==> src/rtl/alu_issue_pkg.sv <==
// Shared encodings for the ALU issue front-end: ALU control codes, request
// opcodes, funct3 values and the decoded-request payload.
package alu_issue_pkg;

  localparam int unsigned XLEN  = 32;
  localparam int unsigned CTL_W = 4;

  localparam logic [CTL_W-1:0] CTL_ADD  = 4'b0000;
  localparam logic [CTL_W-1:0] CTL_ADDV = 4'b0001;
  localparam logic [CTL_W-1:0] CTL_SUB  = 4'b0010;
  localparam logic [CTL_W-1:0] CTL_SUBV = 4'b0011;
  localparam logic [CTL_W-1:0] CTL_AND  = 4'b0100;
  localparam logic [CTL_W-1:0] CTL_OR   = 4'b0101;
  localparam logic [CTL_W-1:0] CTL_XOR  = 4'b0110;
  localparam logic [CTL_W-1:0] CTL_SLTU = 4'b1000;
  localparam logic [CTL_W-1:0] CTL_SLT  = 4'b1001;
  localparam logic [CTL_W-1:0] CTL_SLL  = 4'b1100;
  localparam logic [CTL_W-1:0] CTL_SRL  = 4'b1101;
  localparam logic [CTL_W-1:0] CTL_SRA  = 4'b1110;

  localparam logic [2:0] OP_OP     = 3'd0;
  localparam logic [2:0] OP_OPIMM  = 3'd1;
  localparam logic [2:0] OP_LUI    = 3'd2;
  localparam logic [2:0] OP_AUIPC  = 3'd3;
  localparam logic [2:0] OP_BRANCH = 3'd4;

  localparam logic [2:0] F3_ADD  = 3'b000;
  localparam logic [2:0] F3_SLL  = 3'b001;
  localparam logic [2:0] F3_SLT  = 3'b010;
  localparam logic [2:0] F3_SLTU = 3'b011;
  localparam logic [2:0] F3_XOR  = 3'b100;
  localparam logic [2:0] F3_SR   = 3'b101;
  localparam logic [2:0] F3_OR   = 3'b110;
  localparam logic [2:0] F3_AND  = 3'b111;

  localparam logic [2:0] F3_BEQ  = 3'b000;
  localparam logic [2:0] F3_BNE  = 3'b001;
  localparam logic [2:0] F3_BLT  = 3'b100;
  localparam logic [2:0] F3_BGE  = 3'b101;
  localparam logic [2:0] F3_BLTU = 3'b110;
  localparam logic [2:0] F3_BGEU = 3'b111;

  typedef enum logic [2:0] {
    BR_NONE, BR_EQ, BR_NE, BR_LT, BR_GE, BR_LTU, BR_GEU
  } br_kind_e;

  typedef enum logic [1:0] {SEL_A_RS1, SEL_A_PC, SEL_A_ZERO} sel_a_e;
  typedef enum logic       {SEL_B_RS2, SEL_B_IMM} sel_b_e;

  typedef struct packed {
    logic [CTL_W-1:0] ctl;
    sel_a_e           sel_a;
    sel_b_e           sel_b;
    br_kind_e         br;
    logic             ovf_en;
    logic             illegal;
  } dec_t;

endpackage

==> src/rtl/alu_ctl_decode.sv <==
// Combinational decode of op/funct3/funct7b5 into ALU control, operand
// selects, branch kind and the illegal flag.
module alu_ctl_decode
  import alu_issue_pkg::*;
#(
  parameter int unsigned TRAP_OVF = 0
) (
  input  logic [2:0] i_op,
  input  logic [2:0] i_funct3,
  input  logic       i_funct7b5,
  output dec_t       o_dec_c
);

  localparam logic [CTL_W-1:0] LP_ADD = (TRAP_OVF != 0) ? CTL_ADDV : CTL_ADD;
  localparam logic [CTL_W-1:0] LP_SUB = (TRAP_OVF != 0) ? CTL_SUBV : CTL_SUB;

  logic w_is_op;
  assign w_is_op = (i_op == OP_OP);

  always_comb begin
    o_dec_c.ctl     = LP_ADD;
    o_dec_c.sel_a   = SEL_A_RS1;
    o_dec_c.sel_b   = SEL_B_RS2;
    o_dec_c.br      = BR_NONE;
    o_dec_c.ovf_en  = 1'b0;
    o_dec_c.illegal = 1'b0;
    case (i_op)
      OP_OP, OP_OPIMM: begin
        if (!w_is_op) o_dec_c.sel_b = SEL_B_IMM;
        // funct7b5 is an immediate bit for OP-IMM except on the shifts
        case (i_funct3)
          F3_ADD: begin
            o_dec_c.ctl    = (w_is_op && i_funct7b5) ? LP_SUB : LP_ADD;
            o_dec_c.ovf_en = (TRAP_OVF != 0);
          end
          F3_SLL: begin
            o_dec_c.ctl     = CTL_SLL;
            o_dec_c.illegal = i_funct7b5;
          end
          F3_SLT: begin
            o_dec_c.ctl     = CTL_SLT;
            o_dec_c.illegal = w_is_op & i_funct7b5;
          end
          F3_SLTU: begin
            o_dec_c.ctl     = CTL_SLTU;
            o_dec_c.illegal = w_is_op & i_funct7b5;
          end
          F3_XOR: begin
            o_dec_c.ctl     = CTL_XOR;
            o_dec_c.illegal = w_is_op & i_funct7b5;
          end
          F3_OR: begin
            o_dec_c.ctl     = CTL_OR;
            o_dec_c.illegal = w_is_op & i_funct7b5;
          end
          F3_AND: begin
            o_dec_c.ctl     = CTL_AND;
            o_dec_c.illegal = w_is_op & i_funct7b5;
          end
          default: o_dec_c.ctl = i_funct7b5 ? CTL_SRA : CTL_SRL;
        endcase
      end
      OP_LUI: begin
        o_dec_c.sel_a = SEL_A_ZERO;
        o_dec_c.sel_b = SEL_B_IMM;
      end
      OP_AUIPC: begin
        o_dec_c.sel_a = SEL_A_PC;
        o_dec_c.sel_b = SEL_B_IMM;
      end
      OP_BRANCH: begin
        case (i_funct3)
          F3_BEQ:  begin o_dec_c.ctl = LP_SUB;   o_dec_c.br = BR_EQ;  end
          F3_BNE:  begin o_dec_c.ctl = LP_SUB;   o_dec_c.br = BR_NE;  end
          F3_BLT:  begin o_dec_c.ctl = CTL_SLT;  o_dec_c.br = BR_LT;  end
          F3_BGE:  begin o_dec_c.ctl = CTL_SLT;  o_dec_c.br = BR_GE;  end
          F3_BLTU: begin o_dec_c.ctl = CTL_SLTU; o_dec_c.br = BR_LTU; end
          F3_BGEU: begin o_dec_c.ctl = CTL_SLTU; o_dec_c.br = BR_GEU; end
          default: o_dec_c.illegal = 1'b1;
        endcase
      end
      default: o_dec_c.illegal = 1'b1;
    endcase
    // Illegal requests present a quiet ALU code and carry no side effects
    if (o_dec_c.illegal) begin
      o_dec_c.ctl    = CTL_ADD;
      o_dec_c.br     = BR_NONE;
      o_dec_c.ovf_en = 1'b0;
    end
  end

endmodule

==> src/rtl/alu_issue.sv <==
// Issue/writeback front-end for the external execute-stage ALU: S1 drives the
// ALU operands/control, S2 captures the tagged result behind valid/ready.
module alu_issue
  import alu_issue_pkg::*;
#(
  parameter int unsigned TAG_W    = 4,
  parameter int unsigned TRAP_OVF = 0,
  parameter int unsigned CNT_W    = 32
) (
  input  logic             clk,
  input  logic             rst_n,
  input  logic             in_valid,
  output logic             in_ready,
  input  logic [2:0]       in_op,
  input  logic [2:0]       in_funct3,
  input  logic             in_funct7b5,
  input  logic [XLEN-1:0]  in_rs1,
  input  logic [XLEN-1:0]  in_rs2,
  input  logic [XLEN-1:0]  in_imm,
  input  logic [XLEN-1:0]  in_pc,
  input  logic [TAG_W-1:0] in_tag,
  output logic [XLEN-1:0]  ALU_DA,
  output logic [XLEN-1:0]  ALU_DB,
  output logic [CTL_W-1:0] ALU_CTL,
  input  logic [XLEN-1:0]  ALU_DC,
  input  logic             ALU_ZERO,
  input  logic             ALU_OverFlow,
  output logic             out_valid,
  input  logic             out_ready,
  output logic [XLEN-1:0]  out_result,
  output logic             out_taken,
  output logic             out_ovf,
  output logic             out_illegal,
  output logic [TAG_W-1:0] out_tag,
  output logic             ovf_sticky,
  input  logic             ovf_clr,
  output logic [CNT_W-1:0] op_count
);

  dec_t w_dec;

  alu_ctl_decode #(.TRAP_OVF(TRAP_OVF)) u_decode (
    .i_op       (in_op),
    .i_funct3   (in_funct3),
    .i_funct7b5 (in_funct7b5),
    .o_dec_c    (w_dec)
  );

  logic             r_s1_valid, r_s1_illegal, r_s1_ovf_en;
  logic [XLEN-1:0]  r_s1_a, r_s1_b;
  logic [CTL_W-1:0] r_s1_ctl;
  br_kind_e         r_s1_br;
  logic [TAG_W-1:0] r_s1_tag;

  logic             r_s2_valid, r_s2_taken, r_s2_ovf, r_s2_illegal;
  logic [XLEN-1:0]  r_s2_result;
  logic [TAG_W-1:0] r_s2_tag;
  logic             r_ovf_sticky;
  logic [CNT_W-1:0] r_op_count;

  logic             w_s2_adv, w_in_ready, w_retire, w_taken;
  logic [XLEN-1:0]  w_opa, w_opb, w_result;

  assign w_s2_adv   = ~r_s2_valid | out_ready;
  assign w_in_ready = ~r_s1_valid | w_s2_adv;
  assign w_retire   = r_s2_valid & out_ready;

  always_comb begin
    w_opa = in_rs1;
    case (w_dec.sel_a)
      SEL_A_PC:   w_opa = in_pc;
      SEL_A_ZERO: w_opa = '0;
      default:    w_opa = in_rs1;
    endcase
    w_opb = (w_dec.sel_b == SEL_B_IMM) ? in_imm : in_rs2;
  end

  // S1: registered operands feeding the ALU
  always_ff @(posedge clk or negedge rst_n) begin
    if (!rst_n) begin
      r_s1_valid   <= 1'b0;
      r_s1_a       <= '0;
      r_s1_b       <= '0;
      r_s1_ctl     <= '0;
      r_s1_br      <= BR_NONE;
      r_s1_illegal <= 1'b0;
      r_s1_ovf_en  <= 1'b0;
      r_s1_tag     <= '0;
    end else if (w_in_ready) begin
      r_s1_valid <= in_valid;
      if (in_valid) begin
        r_s1_a       <= w_opa;
        r_s1_b       <= w_opb;
        r_s1_ctl     <= w_dec.ctl;
        r_s1_br      <= w_dec.br;
        r_s1_illegal <= w_dec.illegal;
        r_s1_ovf_en  <= w_dec.ovf_en;
        r_s1_tag     <= in_tag;
      end
    end
  end

  always_comb begin
    w_taken = 1'b0;
    case (r_s1_br)
      BR_EQ:         w_taken = ALU_ZERO;
      BR_NE:         w_taken = ~ALU_ZERO;
      BR_LT, BR_LTU: w_taken = ALU_DC[0];
      BR_GE, BR_GEU: w_taken = ~ALU_DC[0];
      default:       w_taken = 1'b0;
    endcase
    w_result = (r_s1_illegal || (r_s1_br != BR_NONE)) ? '0 : ALU_DC;
  end

  // S2: captured ALU result, held while the consumer stalls
  always_ff @(posedge clk or negedge rst_n) begin
    if (!rst_n) begin
      r_s2_valid   <= 1'b0;
      r_s2_result  <= '0;
      r_s2_taken   <= 1'b0;
      r_s2_ovf     <= 1'b0;
      r_s2_illegal <= 1'b0;
      r_s2_tag     <= '0;
    end else if (w_s2_adv) begin
      r_s2_valid <= r_s1_valid;
      if (r_s1_valid) begin
        r_s2_result  <= w_result;
        r_s2_taken   <= w_taken;
        r_s2_ovf     <= r_s1_ovf_en & ALU_OverFlow;
        r_s2_illegal <= r_s1_illegal;
        r_s2_tag     <= r_s1_tag;
      end
    end
  end

  // Retire bookkeeping; a same-cycle overflow retire beats ovf_clr
  always_ff @(posedge clk or negedge rst_n) begin
    if (!rst_n) begin
      r_ovf_sticky <= 1'b0;
      r_op_count   <= '0;
    end else begin
      if (w_retire && r_s2_ovf) r_ovf_sticky <= 1'b1;
      else if (ovf_clr)         r_ovf_sticky <= 1'b0;
      if (w_retire) r_op_count <= r_op_count + CNT_W'(1);
    end
  end

  assign in_ready    = w_in_ready;
  assign ALU_DA      = r_s1_a;
  assign ALU_DB      = r_s1_b;
  assign ALU_CTL     = r_s1_ctl;
  assign out_valid   = r_s2_valid;
  assign out_result  = r_s2_result;
  assign out_taken   = r_s2_taken;
  assign out_ovf     = r_s2_ovf;
  assign out_illegal = r_s2_illegal;
  assign out_tag     = r_s2_tag;
  assign ovf_sticky  = r_ovf_sticky;
  assign op_count    = r_op_count;

endmodule

==> config.mk <==
export PLATFORM = sky130hd
export DESIGN_NAME = alu_issue
export DESIGN_NICKNAME = d
export VERILOG_FILES = /design/src/rtl/alu_issue_pkg.sv /design/src/rtl/alu_ctl_decode.sv /design/src/rtl/alu_issue.sv
export SDC_FILE = /design/constraint.sdc
export NUM_CORES = 1
export LEC_CHECK = 0
export BUFFER_PORTS_ARGS = -buffer_cell sky130_fd_sc_hd__buf_4
export CAP_MARGIN = 20
export CORE_ASPECT_RATIO = 1.2
export CORE_UTILIZATION = 30
export CTS_BUF_LIST = sky130_fd_sc_hd__clkbuf_16
export CTS_CLUSTER_DIAMETER = 30
export CTS_CLUSTER_SIZE = 25
export DETAILED_ROUTE_END_ITERATION = 8
export MAX_ROUTING_LAYER = met4
export PLACE_DENSITY = 0.61
export SLEW_MARGIN = 15
export SYNTH_ARGS = -nofsm -noshare
export SYNTH_HDL_FRONTEND = slang
export SYNTH_SLANG_ARGS = --single-unit
==> constraint.sdc <==
create_clock -name clk -period 3.9 [get_ports clk]
set_input_delay 0.39 -clock clk [delete_from_list [all_inputs] [get_ports clk]]
set_output_delay 0.39 -clock clk [all_outputs]
set_load 0.1 [all_outputs]
# Word level (Yosys, flattened, before mapping)
# Index checks and enable logic that the tools add are counted.
[totals]
regBits = 151
output_inout_bits = 142
elab_cells = 84
[classes]
n_addsub = 1
n_eq_ne = 19
mux = 21
bitwise_logic = 9
reduce_logical = 18
[op_table]
columns = ["operator", "n"]
rows = [
  ["$mux 32", 2],
  ["$pmux 32 s2", 1],
  ["$add 32x1->32 const B", 1],
  ["$pmux 4 s7", 1],
  ["$eq 3x3->1 const B", 8],
  ["$eq 3x2->1 const B", 6],
  ["$pmux 3 s6", 1],
  ["$reduce_or 2->1", 7],
  ["$pmux 4 s3", 1],
  ["$eq 3x1->1 const B", 3],
  ["$mux 4", 2],
  ["$pmux 4 s2", 1],
  ["$logic_not 3->1", 2],
  ["$reduce_or 6->1", 1],
  ["$reduce_or 5->1", 1],
  ["$mux 1", 4],
  ["$mux 2", 2],
  ["$not 1->1", 4],
  ["$pmux 1 s2", 2],
  ["$pmux 1 s4", 1],
  ["$pmux 2 s2", 1],
  ["$reduce_and 2->1", 2],
  ["$and 1x1->1", 3],
  ["$mux 3", 1],
  ["8 further kinds", 10],
]

# Depth between registers and ports, before layout
# Gate-level depths: netlist of run 1.
[logic_depth]
ltp_word = 6
ltp_mapped = 8
depth_no_buf = 8

# Hierarchy
# A second synthesis of run 1 with hierarchy kept.
[unflattened]
hier_cells = 658
area_unflattened_um2 = 6954.2
[by_module_without_submodules]
columns = ["module", "n_inst", "cells_each", "area_per_inst_um2"]
rows = [
  ["alu_issue", 1, 613, 6623.9],
  ["alu_ctl_decode", 1, 45, 330.3],
]

# Worst setup path after synthesis of run 1
# No wires, ideal clock.
[synth_timing]
path_kind = "register to register"
start = "reg r_s2_valid (netlist: out_valid)"
end = "reg r_s1_b[27] (netlist: ALU_DB[27])"
setup_ns = 0.077
arrival_ns = 3.215
required_time_ns = 3.823
setup_slack_ns = 0.608
stages_incl_launch_ff = 7
path_buffers = 2
synth_period_minus_slack_ns = 3.292
cell_sequence = "dfrtp_1 nand3b_1 nand2_1 buf_2 buf_1 nand2_1 o21ai_1"
[synth_via]
elab_chain_len = 4
[synth_lines]
columns = ["item", "line_no", "rtl"]
rows = [
  ["start, declared", "alu_issue.sv:55", "logic r_s2_valid, r_s2_taken, r_s2_ovf, r_s2_illegal;"],
  ["start signal, assigned", "alu_issue.sv:125", "r_s2_valid <= r_s1_valid;"],
  ["$not 1->1", "alu_issue.sv:64", "assign w_s2_adv = ~r_s2_valid | out_ready;"],
  ["$or 1x1->1", "alu_issue.sv:64", ""],
  ["$or 1x1->1", "alu_issue.sv:65", "assign w_in_ready = ~r_s1_valid | w_s2_adv;"],
  ["net in_ready", "alu_issue.sv:13", "output logic in_ready,"],
  ["$reduce_and 2->1 (no source line)", "-", ""],
  ["end signal, assigned", "alu_issue.sv:93", "r_s1_b <= w_opb;"],
  ["end, declared", "alu_issue.sv:50", "logic [XLEN-1:0] r_s1_a, r_s1_b;"],
]
# The timed path passes the listed nets, and every way through them passes these cells.
# A chain may end at the register's enable or synchronous reset.

# Final worst setup path of run 1
[layout_timing]
start = "reg r_s2_valid (netlist: out_valid)"
end = "reg r_s1_ctl[1] (netlist: ALU_CTL[1])"
[layout_via]
elab_chain_len = 4
[layout_lines]
columns = ["item", "line_no", "rtl"]
rows = [
  ["$not 1->1", "alu_issue.sv:64", ""],
  ["$or 1x1->1", "alu_issue.sv:64", ""],
  ["$or 1x1->1", "alu_issue.sv:65", ""],
  ["$reduce_and 2->1 (no source line)", "-", ""],
  ["end signal, assigned", "alu_issue.sv:94", "r_s1_ctl <= w_dec.ctl;"],
  ["end, declared", "alu_issue.sv:51", "logic [CTL_W-1:0] r_s1_ctl;"],
]
# No other way between the ends.

==> Implementation_results.wiki, run 1 <==
{| class="wikitable"
! Metric !! Value
|-
| Clock Latency Late Sink || 0.42 ns
|-
| Maximum level of the CTS H-tree || 4
|-
| Clock share of power || 0.272
|-
| Critical path arrival || 2.41 ns
|-
| Antenna violations before repair || 0
|-
| Chip Width || 137 µm
|-
| Area of the die || roughly 0.022 mm²
|-
| Sw Ratio || 0.458
|-
| Drt drc || 0
|-
| Clock buffer count from CTS || 17
|-
| Effective utilization at floorplan || 0.308
|-
| Combinational power share || 0.412
|-
| Final setup fails || 0
|-
| Sequential cell area fraction in the yosys report || 0.567
|-
| CTS hold repair buffers || 0
|-
| Pin count of the biggest net entering global routing || between 80 and 90
|-
| Core area || 0.0212 mm²
|-
| Most frequent cells after synthesis || 148 x sky130_fd_sc_hd__dfrtp_1, 74 x sky130_fd_sc_hd__nor2_1, 69 x sky130_fd_sc_hd__nand2_1
|-
| Die Height || around 160 µm
|-
| Power spent charging and discharging nets || about 2700 µW
|-
| Worst-path cell chain || nand3b_1 -> and2_2 -> buf_4 -> o2111ai_2 -> o41ai_1
|-
| Root cell of the clock tree || sky130_fd_sc_hd__clkbuf_16
|-
| Clock-pin slew reported for the worst setup and hold paths after clock tree synthesis || approximately 0.06 ns
|-
| Bufs on Longest Clock Path || 2
|-
| Combined area of all synthesized cells || ~0.0065 mm²
|-
| Placed Cells || ~1200
|-
| Setup slack, reg-to-reg || between 1.5 and 2 ns
|-
| Routed wirelength normalized by instance count || about 16 µm
|-
| Number of unique standard cell types used by synthesis || 49
|-
| Global-route wire length before repair || between 20000 and 30000 µm
|-
| Final worst-path cycle share || 0.541
|-
| Number of placement rows || 58
|-
| Layout overhead on the synthesized area || 48.2%
|-
| TritonCTS clock tree || built
|-
| Power Internal || around 3200 µW
|-
| Async set or reset register ratio after synthesis || 1.00
|-
| Final count of hold timing violations || 0
|-
| Endpoint of the worst register-to-register path || ALU_CTL[1]$_DFFE_PN0P_
|-
| Pre-CTS setup slack || approximately 1.4 ns
|-
| Primary flip-flop cell chosen by synthesis mapping || sky130_fd_sc_hd__dfrtp_1
|-
| Mean post-synth cell area || roughly 11 µm²
|-
| Count of buffers from port buffering || around 320
|-
| Worst setup EP type || flip-flop
|-
| I/O pins || 320
|-
| Leakage || roughly 0.0047 µW
|-
| Count leader, synth || sky130_fd_sc_hd__dfrtp_1
|-
| Type of origin of the critical path || flip-flop
|-
| Routed vias || between 5000 and 6000
|-
| Sequential group share of total power || 0.316
|-
| Cells on worst reg2reg path || 5
|-
| CP required || ~4.2 ns
|-
| Layout net count || ~1100
|-
| Slowest cell on the critical path || sky130_fd_sc_hd__dfrtp_1
|-
| Final sum of negative setup slack || 0 ns
|-
| Run status || finished, final reports clean
|-
| Worst stage delay on the critical path || about 0.43 ns
|-
| Path type of the worst setup path || flip-flop to flip-flop
|-
| Number of warnings printed during yosys synthesis || 0
|-
| Power Density || around 620 mW/mm²
|-
| Class of the tightest hold or removal check || input pin to asynchronous set/reset pin
|-
| Headroom to the max-slew limit || 0.457
|-
| Vias in the first global route || around 5600
|-
| Half-perimeter wire length of the detailed placement result || between 10000 and 15000 µm
|-
| Max VDD drop || 0.000353 V
|-
| Syn Inst Count || around 600
|-
| 1st-pass router iterations || 4
|-
| Starting DRC count in detailed routing || 222
|-
| Slew @ Worst Pin || a little over 0.8 ns
|-
| Placed instance area || slightly above 0.009 mm²
|-
| Max-cap check violation count || 0
|-
| Min Clock Period, post-route || around 2.1 ns
|-
| Setup repair after global routing missed its margin || false
|-
| Per-cell via count in the routed design || between 4 and 5
|-
| Remaining number of nets flagged by the antenna check after routing || 0
|-
| Area share of the largest cell type after synthesis || 0.567
|-
| Number of synthesized register bits || 148
|-
| Inserted Diodes || 0
|-
| Biggest area consumer among synthesized cells || sky130_fd_sc_hd__dfrtp_1
|-
| Maximum operating frequency || about 470 MHz
|-
| All-Layer GR Usage || 0.176
|-
| Final estimated routing congestion in global placement || about 0.75
|-
| Worst-path maximum fanout || 37
|-
| Global route total overflow || 0
|-
| Share of post-route cells with drive strength above 1 || 0.407
|-
| Clock sink total || ~150
|-
| Post-route cell area || between 0.009 and 0.01 mm²
|-
| Overall routed net length || around 19000 µm
|-
| Fin Clk Skew || 0.0124 ns
|-
| Crit Reg-Reg Startpoint || out_valid$_DFFE_PN0P_
|-
| Post-CTS Resized || 0
|-
| Post-route worst hold slack || approximately 0.0031 ns
|-
| Count of pins over their slew limit || 0
|-
| Number of buffers inserted to repair setup after CTS || 0
|-
| Number of standard cells in the final layout excluding fillers || between 1000 and 1500
|-
| Number of enable flip-flop cells after synthesis || 0
|-
| Most area-consuming cells after synthesis || sky130_fd_sc_hd__dfrtp_1 57%, sky130_fd_sc_hd__mux2i_1 5.1%, sky130_fd_sc_hd__a22o_1 4.3%, sky130_fd_sc_hd__nor2_1 4.3%, sky130_fd_sc_hd__a221oi_1 4.2%
|-
| Setup ws final || about 1.8 ns
|}
-- sequential cells by signal, indices dropped and copies added, names as in the netlist, 3 cells and up --
signal and count:
op_count 32, out_tag 4, r_s1_br 3, ALU_DA 32, ALU_DB 32, ALU_CTL 4
out_result 32, r_s1_tag 4
-- worst max-delay path, delay by kind of cell (launching register included) --
kind	cells	cell delay, ns
AOI/OAI and AO/OA	2	0.73
buffers and inverters	1	0.41
DFF	1	0.43
and+or+nand+nor	2	0.42
-- cells in the final DEF, fill, tap and decap left out, drive strengths merged, types with 6 or more instances in the layout --
| cell type | count |
|---|---|
| buf | 323 |
| nand3 | 12 |
| a22o | 32 |
| nand2b | 6 |
| mux2 | 6 |
| mux2i | 33 |
| a221oi | 31 |
| clkbuf | 17 |
| xnor2 | 25 |
| inv | 14 |
| nor2 | 74 |
| nand4 | 13 |
| xor2 | 6 |
| o21ai | 45 |
| nand2 | 69 |
| and3 | 8 |
| dfrtp | 148 |
-- layer usage --
layer,track usage,routed length [µm]
met1,0.206,7950
met5,-,0
met3,0.0506,1420
met4,0.0530,210
met2,0.291,9520
-- power groups by stage --
| stage | registers (µW) | clock network [µW] | logic, µW |
|---|---|---|---|
| floorplan | 3390 | 0 | 358 |
| global placement | 1910 | 0 | 2480 |
| detailed placement | 1920 | 0 | 2480 |
| CTS | 1890 | 1670 | 2490 |
| global route | 1920 | 1740 | 2560 |
| finish | 1890 | 1630 | 2470 |
-- metrics by stage --
| step | util | total power [µW] |
|---|---|---|
| 3_5_place_dp | 0.430 | 4400 |
| 4_1_cts | 0.457 | 6050 |
| 3_3_place_gp | 0.430 | 4390 |
| 6_report | 0.457 | 5990 |
| 5_1_grt | 0.457 | 6230 |
| 2_1_floorplan | - | 3750 |
-- cells by family (layout without fill, tap and decap cells) --
family | count (synthesis) | after routing | synth area share
and+or+nand+nor | 203 | 203 | 0.145
DFF | 148 | 148 | 0.567
AOI/OAI and AO/OA | 123 | 123 | 0.140
buffers and inverters | 49 | 362 | 0.0387
muxes | 39 | 39 | 0.0609
xor gates and xnor gates | 31 | 31 | 0.0416
adders and majority gates | 3 | 3 | 0.00575
other | 1 | 2 | 0.000574
-- worst max-delay path by stage --
stage / startpoint / endpoint / slack (ns) / cells past startpoint
after floorplan: out_valid$_DFFE_PN0P_ / ALU_DB[27]$_DFFE_PN0P_ / 0.61 / 6
after global placement: in_op[0] / ALU_DB[2]$_DFFE_PN0P_ / 1.43 / 9
after detailed placement: in_op[0] / ALU_DB[2]$_DFFE_PN0P_ / 1.38 / 9
after CTS: out_valid$_DFFE_PN0P_ / ALU_CTL[1]$_DFFE_PN0P_ / 1.76 / 5
after global routing: out_valid$_DFFE_PN0P_ / ALU_DA[19]$_DFFE_PN0P_ / 1.64 / 5
final: out_valid$_DFFE_PN0P_ / ALU_CTL[1]$_DFFE_PN0P_ / 1.79 / 5
-- area by class of cell --
| type | count | area (µm²) |
|---|---|---|
| fill | 2076 | 11500 |
| tap | 270 | 338 |
| clock buffer | 17 | 425 |
| clock inverter | 14 | 151 |
| inverter | 8 | 30.0 |
| sequential | 148 | 3700 |
| timing repair buffer | 323 | 2440 |
| multi-input combinational | 401 | 2590 |
No activity file was read; power rests on OpenSTA's default activity.
==> run 2, diff against run 1 <==
==> constraint.sdc (replaced) <==
create_clock -name clk -period 2.2 [get_ports clk]
set_input_delay 0.22 -clock clk [delete_from_list [all_inputs] [get_ports clk]]
set_output_delay 0.22 -clock clk [all_outputs]
set_load 0.1 [all_outputs]
==> Implementation_results.wiki, run 2 (synthesized netlist as in run 1, its figures left out) <==
{| class="wikitable"
! Metric !! Value
|-
| Clock buffer count from CTS || 17
|-
| Post-CTS Resized || 0
|-
| Final setup fails || 0
|-
| Sequential group share of total power || 0.318
|-
| Final sum of negative setup slack || 0 ns
|-
| Clock share of power || 0.260
|-
| Final worst-path cycle share || 0.778
|-
| Combinational power share || 0.422
|-
| Worst-path cell chain || ha_1 -> and4_2 -> nand4_1 -> nor2_1 -> xor2_1
|-
| Buffers & Inverters on Critical Path || 0
|-
| Power spent charging and discharging nets || 4940 µW
|-
| Core utilization of the finished layout || 0.471
|-
| Fin Clk Skew || between 0.01 and 0.015 ns
|-
| Setup repair after global routing missed its margin || false
|-
| Class of the tightest hold or removal check || input pin to flip-flop
|-
| Run status || finished, final reports clean
|-
| Starting DRC count in detailed routing || around 290
|-
| Final count of hold timing violations || 0
|-
| Overall routed net length || ~19000 µm
|-
| CP required || 2.53 ns
|-
| Max VDD drop || ~0.0009 V
|-
| Slew @ Worst Pin || just over 0.7 ns
|-
| Half-perimeter wire length of the detailed placement result || between 10000 and 15000 µm
|-
| Root cell of the clock tree || sky130_fd_sc_hd__clkbuf_16
|-
| Core area || around 0.021 mm²
|-
| Global route total overflow || 0
|-
| 1st-pass router iterations || 4
|-
| Worst setup EP type || flip-flop
|-
| Number of placement rows || 58
|-
| Cell family with the largest share of critical-path delay || simple AND/OR/NAND/NOR gates
|-
| Type of origin of the critical path || flip-flop
|-
| Multi-input gate area in the final layout || between 0.002 and 0.003 mm²
|-
| Sw Ratio || 0.468
|-
| Area of the die || around 0.022 mm²
|-
| Chip Width || around 140 µm
|-
| Min Clock Period, post-route || ~1.7 ns
|-
| Commonest non-fill, non-tap cells in the layout || 332 x sky130_fd_sc_hd__buf_4, 137 x sky130_fd_sc_hd__dfrtp_1, 73 x sky130_fd_sc_hd__nor2_1
|-
| Pin count of the biggest net entering global routing || between 50 and 60
|-
| TritonCTS clock tree || built
|-
| Die Height || 164 µm
|-
| Bufs on Longest Clock Path || 2
|-
| Routed wirelength normalized by instance count || roughly 16 µm
|-
| Clock-pin slew reported for the worst setup and hold paths after clock tree synthesis || around 0.070 ns
|-
| Leakage || 0.00486 µW
|-
| Inserted Diodes || 0
|-
| Maximum operating frequency || 584 MHz
|-
| Antenna violations before repair || 0
|-
| Per-cell via count in the routed design || around 4.8
|-
| Maximum level of the CTS H-tree || 4
|-
| Placed instance area || about 0.0093 mm²
|-
| Remaining number of nets flagged by the antenna check after routing || 0
|-
| Power Density || ~1100 mW/mm²
|-
| Power Internal || 5610 µW
|-
| Clock sink total || 148
|-
| Final estimated routing congestion in global placement || between 0.7 and 0.8
|-
| Effective utilization at floorplan || 0.308
|-
| Drt drc || 0
|-
| Routed vias || about 5800
|-
| Placed Cells || 1167
|-
| Global-route wire length before repair || 29800 µm
|-
| Count of pins over their slew limit || 0
|-
| Footprint of the flip-flops and latches || 0.00372 mm²
|-
| Post-route cell area || ~0.01 mm²
|-
| Path type of the worst setup path || flip-flop to flip-flop
|-
| Layout overhead on the synthesized area || 52.8%
|-
| Headroom to the max-slew limit || 0.528
|-
| I/O pins || between 300 and 400
|-
| Clock Latency Late Sink || about 0.4 ns
|-
| Critical path arrival || 2.04 ns
|-
| Worst-path maximum fanout || 11
|-
| Slowest cell on the critical path || sky130_fd_sc_hd__dfrtp_1
|-
| Count of buffers from port buffering || around 320
|-
| Layout net count || around 1100
|-
| Share of post-route cells with drive strength above 1 || 0.426
|-
| Number of standard cells in the final layout excluding fillers || 1209
|-
| Vias in the first global route || ~5700
|-
| Max-cap check violation count || 0
|-
| Worst stage delay on the critical path || around 0.42 ns
|-
| Filler cell count in the final layout || 2049
|-
| All-Layer GR Usage || 0.178
|-
| Most frequent standard cell in the layout excluding fill and tap cells || sky130_fd_sc_hd__buf_4
|}
[run 2: cell count changes in the layout (fill, tap and decap cells not counted), moves of 2 or more]
cell / change
sky130_fd_sc_hd__inv_8: +3
sky130_fd_sc_hd__clkinvlp_4: +3
sky130_fd_sc_hd__buf_12: +6
sky130_fd_sc_hd__clkinv_4: -3
sky130_fd_sc_hd__dlygate4sd3_1: +10
sky130_fd_sc_hd__o21ai_0: -14
sky130_fd_sc_hd__o21ai_1: +14
sky130_fd_sc_hd__dfrtp_2: +10
sky130_fd_sc_hd__buf_4: +11
sky130_fd_sc_hd__bufinv_16: -2
sky130_fd_sc_hd__dfrtp_1: -11
[run 2: path summary, 6_finish.rpt]
check / slack, ns / endpoint / from / depth (start not counted)
min: 0.03 / out_result[24]$_DFFE_PN0P_ / ALU_DC[24] / 2
min in group asynchronous: 0.32 / op_count[28]$_DFFE_PN0P_ / rst_n / 2
max: 0.49 / op_count[10]$_DFFE_PN0P_ / op_count[0]$_DFFE_PN0P_ / 5
min reg2reg: 0.48 / ALU_DB[19]$_DFFE_PN0P_ / ALU_DB[19]$_DFFE_PN0P_ / 2
max reg2reg: 0.49 / op_count[10]$_DFFE_PN0P_ / op_count[0]$_DFFE_PN0P_ / 5
max in group asynchronous: 1.20 / ALU_DA[26]$_DFFE_PN0P_ / rst_n / 3
[run 2: power by group through the flow]
stage,registers (µW),logic [µW],clock network (µW)
floorplan,6020,660,0
global placement,3390,4440,0
detailed placement,3400,4460,0
CTS,3360,4480,2830
global route,3420,4620,2940
finish,3360,4450,2740
[run 2: final cells by class]
type / instances / share of cell area
flip-flops and latches: 148 / 0.373
repair buffers: 350 / 0.275
multi-input cells: 401 / 0.261
clock buffers: 17 / 0.0426
well taps: 270 / 0.0338
clock inverters: 15 / 0.0122
inverters: 8 / 0.00301
[run 2: timing repair]
item | in CTS | in global routing
hold buffers | 9 | 1
endpoints found under the hold margin | 59 | 1
buffers inserted | 0 | 0
[run 2: stage by stage]
stage	worst slack [ns]	total power, µW	hold WS, ns
after floorplan	-0.260	6680	-0.0756
after detailed placement	0.162	7860	0.213
final	0.488	10500	0.0261
after CTS	0.480	10700	0.00220
after global routing	0.279	11000	0.00842
after global placement	-0.238	7840	0.213
[run 2: layer usage]
metal  routed length (µm)  track usage  vias to the layer above
li1                     -            -                     2787
met1                 7990        0.210                     2766
met2                 9930        0.304                      194
met3                 1110       0.0410                       14
met4                  267       0.0480                        0
met5                    0            -                        -
==> run 3, diff against run 2 <==
==> constraint.sdc (replaced) <==
create_clock -name clk -period 1.7 [get_ports clk]
set_input_delay 0.17 -clock clk [delete_from_list [all_inputs] [get_ports clk]]
set_output_delay 0.17 -clock clk [all_outputs]
set_load 0.1 [all_outputs]
==> Implementation_results.wiki, run 3 (synthesized netlist as in run 1, its figures left out) <==
{| class="wikitable"
! Metric !! Value
|-
| Die Height || roughly 160 µm
|-
| Crit Reg-Reg Startpoint || out_valid$_DFFE_PN0P_
|-
| Class of the tightest hold or removal check || input pin to flip-flop
|-
| Remaining number of nets flagged by the antenna check after routing || 0
|-
| Setup repair after global routing missed its margin || false
|-
| Routed wirelength normalized by instance count || about 16 µm
|-
| Clock-pin slew reported for the worst setup and hold paths after clock tree synthesis || roughly 0.070 ns
|-
| Setup slack, reg-to-reg || 0.11 ns
|-
| Clock Latency Late Sink || about 0.42 ns
|-
| Most frequent standard cell in the layout excluding fill and tap cells || sky130_fd_sc_hd__buf_4
|-
| Multi-input gate area in the final layout || around 0.0026 mm²
|-
| Hold EP || ALU_DA[4]$_DFFE_PN0P_
|-
| Final worst-path cycle share || 0.956
|-
| Run status || finished, final reports clean
|-
| Global-route wire length before repair || ~31000 µm
|-
| Global route total overflow || 0
|-
| Commonest non-fill, non-tap cells in the layout || 338 x sky130_fd_sc_hd__buf_4, 120 x sky130_fd_sc_hd__dfrtp_1, 73 x sky130_fd_sc_hd__nor2_1
|-
| Worst-path maximum fanout || 6
|-
| Core area || 0.0212 mm²
|-
| Source of the worst hold timing path || in_rs1[4]
|-
| Effective utilization at floorplan || 0.308
|-
| Count of pins over their slew limit || 0
|-
| Pin count of the biggest net entering global routing || 46
|-
| Min Clock Period, post-route || approximately 1.6 ns
|-
| TritonCTS clock tree || built
|-
| Maximum level of the CTS H-tree || 4
|-
| Layout net count || between 1000 and 1500
|-
| Leakage || a little over 0.005 µW
|-
| Per-cell via count in the routed design || about 4.7
|-
| Bufs on Longest Clock Path || 2
|-
| Clock sink total || 148
|-
| Chip Width || about 140 µm
|-
| Drt drc || 0
|-
| Layout overhead on the synthesized area || 63.0%
|-
| I/O pins || 320
|-
| Final setup fails || 0
|-
| Cells on worst reg2reg path || 4
|-
| Hold path cells || 3
|-
| 1st-pass router iterations || 4
|-
| Overall routed net length || about 20000 µm
|-
| Number of placement rows || 58
|-
| Post-route cell area || roughly 0.011 mm²
|-
| Clock buffer count from CTS || 17
|-
| Routed vias || 5970
|-
| Area of the die || 0.0224 mm²
|-
| Count of buffers from port buffering || between 300 and 400
|-
| Worst-path cell chain || nand3b_1 -> buf_6 -> buf_12
|-
| CP required || 1.53 ns
|-
| Root cell of the clock tree || sky130_fd_sc_hd__clkbuf_16
|-
| Critical path arrival || between 1 and 1.5 ns
|-
| Final estimated routing congestion in global placement || around 0.79
|-
| Max VDD drop || 0.000858 V
|-
| Antenna violations before repair || 1
|-
| Footprint of the flip-flops and latches || around 0.0038 mm²
|-
| Max-cap check violation count || 0
|-
| Placed instance area || 0.00958 mm²
|-
| Worst stage delay on the critical path || about 0.5 ns
|-
| Starting DRC count in detailed routing || ~260
|-
| Share of post-route cells with drive strength above 1 || 0.442
|-
| Worst setup EP type || output pin
|-
| Vias in the first global route || 6053
|-
| Fin Clk Skew || between 0.01 and 0.015 ns
|-
| Type of origin of the critical path || flip-flop
|-
| Final sum of negative setup slack || 0 ns
|-
| Path type of the worst setup path || flip-flop to output pin
|-
| Final count of hold timing violations || 0
|-
| Half-perimeter wire length of the detailed placement result || around 14000 µm
|-
| Power Density || 1320 mW/mm²
|-
| Endpoint of the worst register-to-register path || ALU_CTL[1]$_DFFE_PN0P_
|-
| Maximum operating frequency || between 600 and 700 MHz
|-
| Core utilization of the finished layout || 0.502
|-
| Slowest cell on the critical path || sky130_fd_sc_hd__dfrtp_4
|-
| Filler cell count in the final layout || between 1500 and 2000
|-
| All-Layer GR Usage || 0.184
|}
==> run 3: changes by cell type in the layout (fill, tap and decap cells not counted), moves of 2 or more <==
cell / before / now
sky130_fd_sc_hd__dfrtp_2: 10 / 8
sky130_fd_sc_hd__dfrtp_1: 137 / 120
sky130_fd_sc_hd__dlygate4sd3_1: 10 / 45
sky130_fd_sc_hd__nand3_1: 12 / 8
sky130_fd_sc_hd__buf_12: 7 / 14
sky130_fd_sc_hd__dfrtp_4: 1 / 20
sky130_fd_sc_hd__buf_4: 332 / 338
sky130_fd_sc_hd__nand3_2: 0 / 4
==> run 3: how the worst max path moves through the flow <==
stage | startpoint | to | slack [ns] | cells after the start
after floorplan | out_valid$_DFFE_PN0P_ | r_s1_illegal$_DFFE_PN0P_ | -0.76 | 5
after global placement | in_op[2] | ALU_CTL[1]$_DFFE_PN0P_ | -0.07 | 8
after detailed placement | in_op[0] | ALU_CTL[1]$_DFFE_PN0P_ | -0.13 | 9
after CTS | out_valid$_DFFE_PN0P_ | ALU_DA[24]$_DFFE_PN0P_ | 0.02 | 5
after global routing | out_valid$_DFFE_PN0P_ | ALU_CTL[1]$_DFFE_PN0P_ | 0.005 | 4
final | out_valid$_DFFE_PN0P_ | in_ready | 0.07 | 3
==> run 3: area by class of cell <==
class                      count  share of cell area
sequential                   148               0.356
timing repair buffer         399               0.309
multi-input combinational    401               0.247
clock buffer                  17              0.0400
tap                          270              0.0317
clock inverter                15              0.0136
inverter                       8             0.00282
antenna                        1            0.000235
==> run 3: per-layer routing <==
| metal | share of wire | global-route usage | up-vias |
|---|---|---|---|
| met1 | 0.41 | 0.215 | 2860 |
| met3 | 0.062 | 0.0456 | 13 |
| met4 | 0.011 | 0.0455 | 0 |
| met5 | 0 | - | - |
| li1 | - | - | 2876 |
| met2 | 0.51 | 0.312 | 221 |
==> run 3: where the power goes <==
group          total, µW  leakage [µW]  internal, µW  switching (µW)
Sequential          4390       0.00182          4050             339
Clock               3700      0.000273          2060            1640
Combinational       5920       0.00299          1450            4460
==> run 3: timing repair <==
item | 4_1_cts | 5_1_grt
hold buffers | 45 | 0
pin swaps | 0 | 1
endpoints found under the setup margin | 2 | 28
buffers inserted | 0 | 2
hold endpoints to repair | 84 | 0
gates resized for setup | 2 | 4
==> run 3: critical path: cells and delay by family (launching register included) <==
| kind | cells | cell delay [ns] |
|---|---|---|
| buf+inv | 2 | 0.31 |
| flops | 1 | 0.50 |
| simple gates | 1 | 0.23 |
==> run 3: through the flow <==
stage               total power [µW]  std cells  setup slack (ns)  hold slack, ns
floorplan                       8690        598            -0.760          -0.126
global placement               10300       1179           -0.0745           0.140
detailed placement             10300       1179            -0.129           0.139
CTS                            14100       1256            0.0173         0.00197
global route                   14600       1259           0.00494         0.00485
finish                         14000       1259            0.0743         0.00838
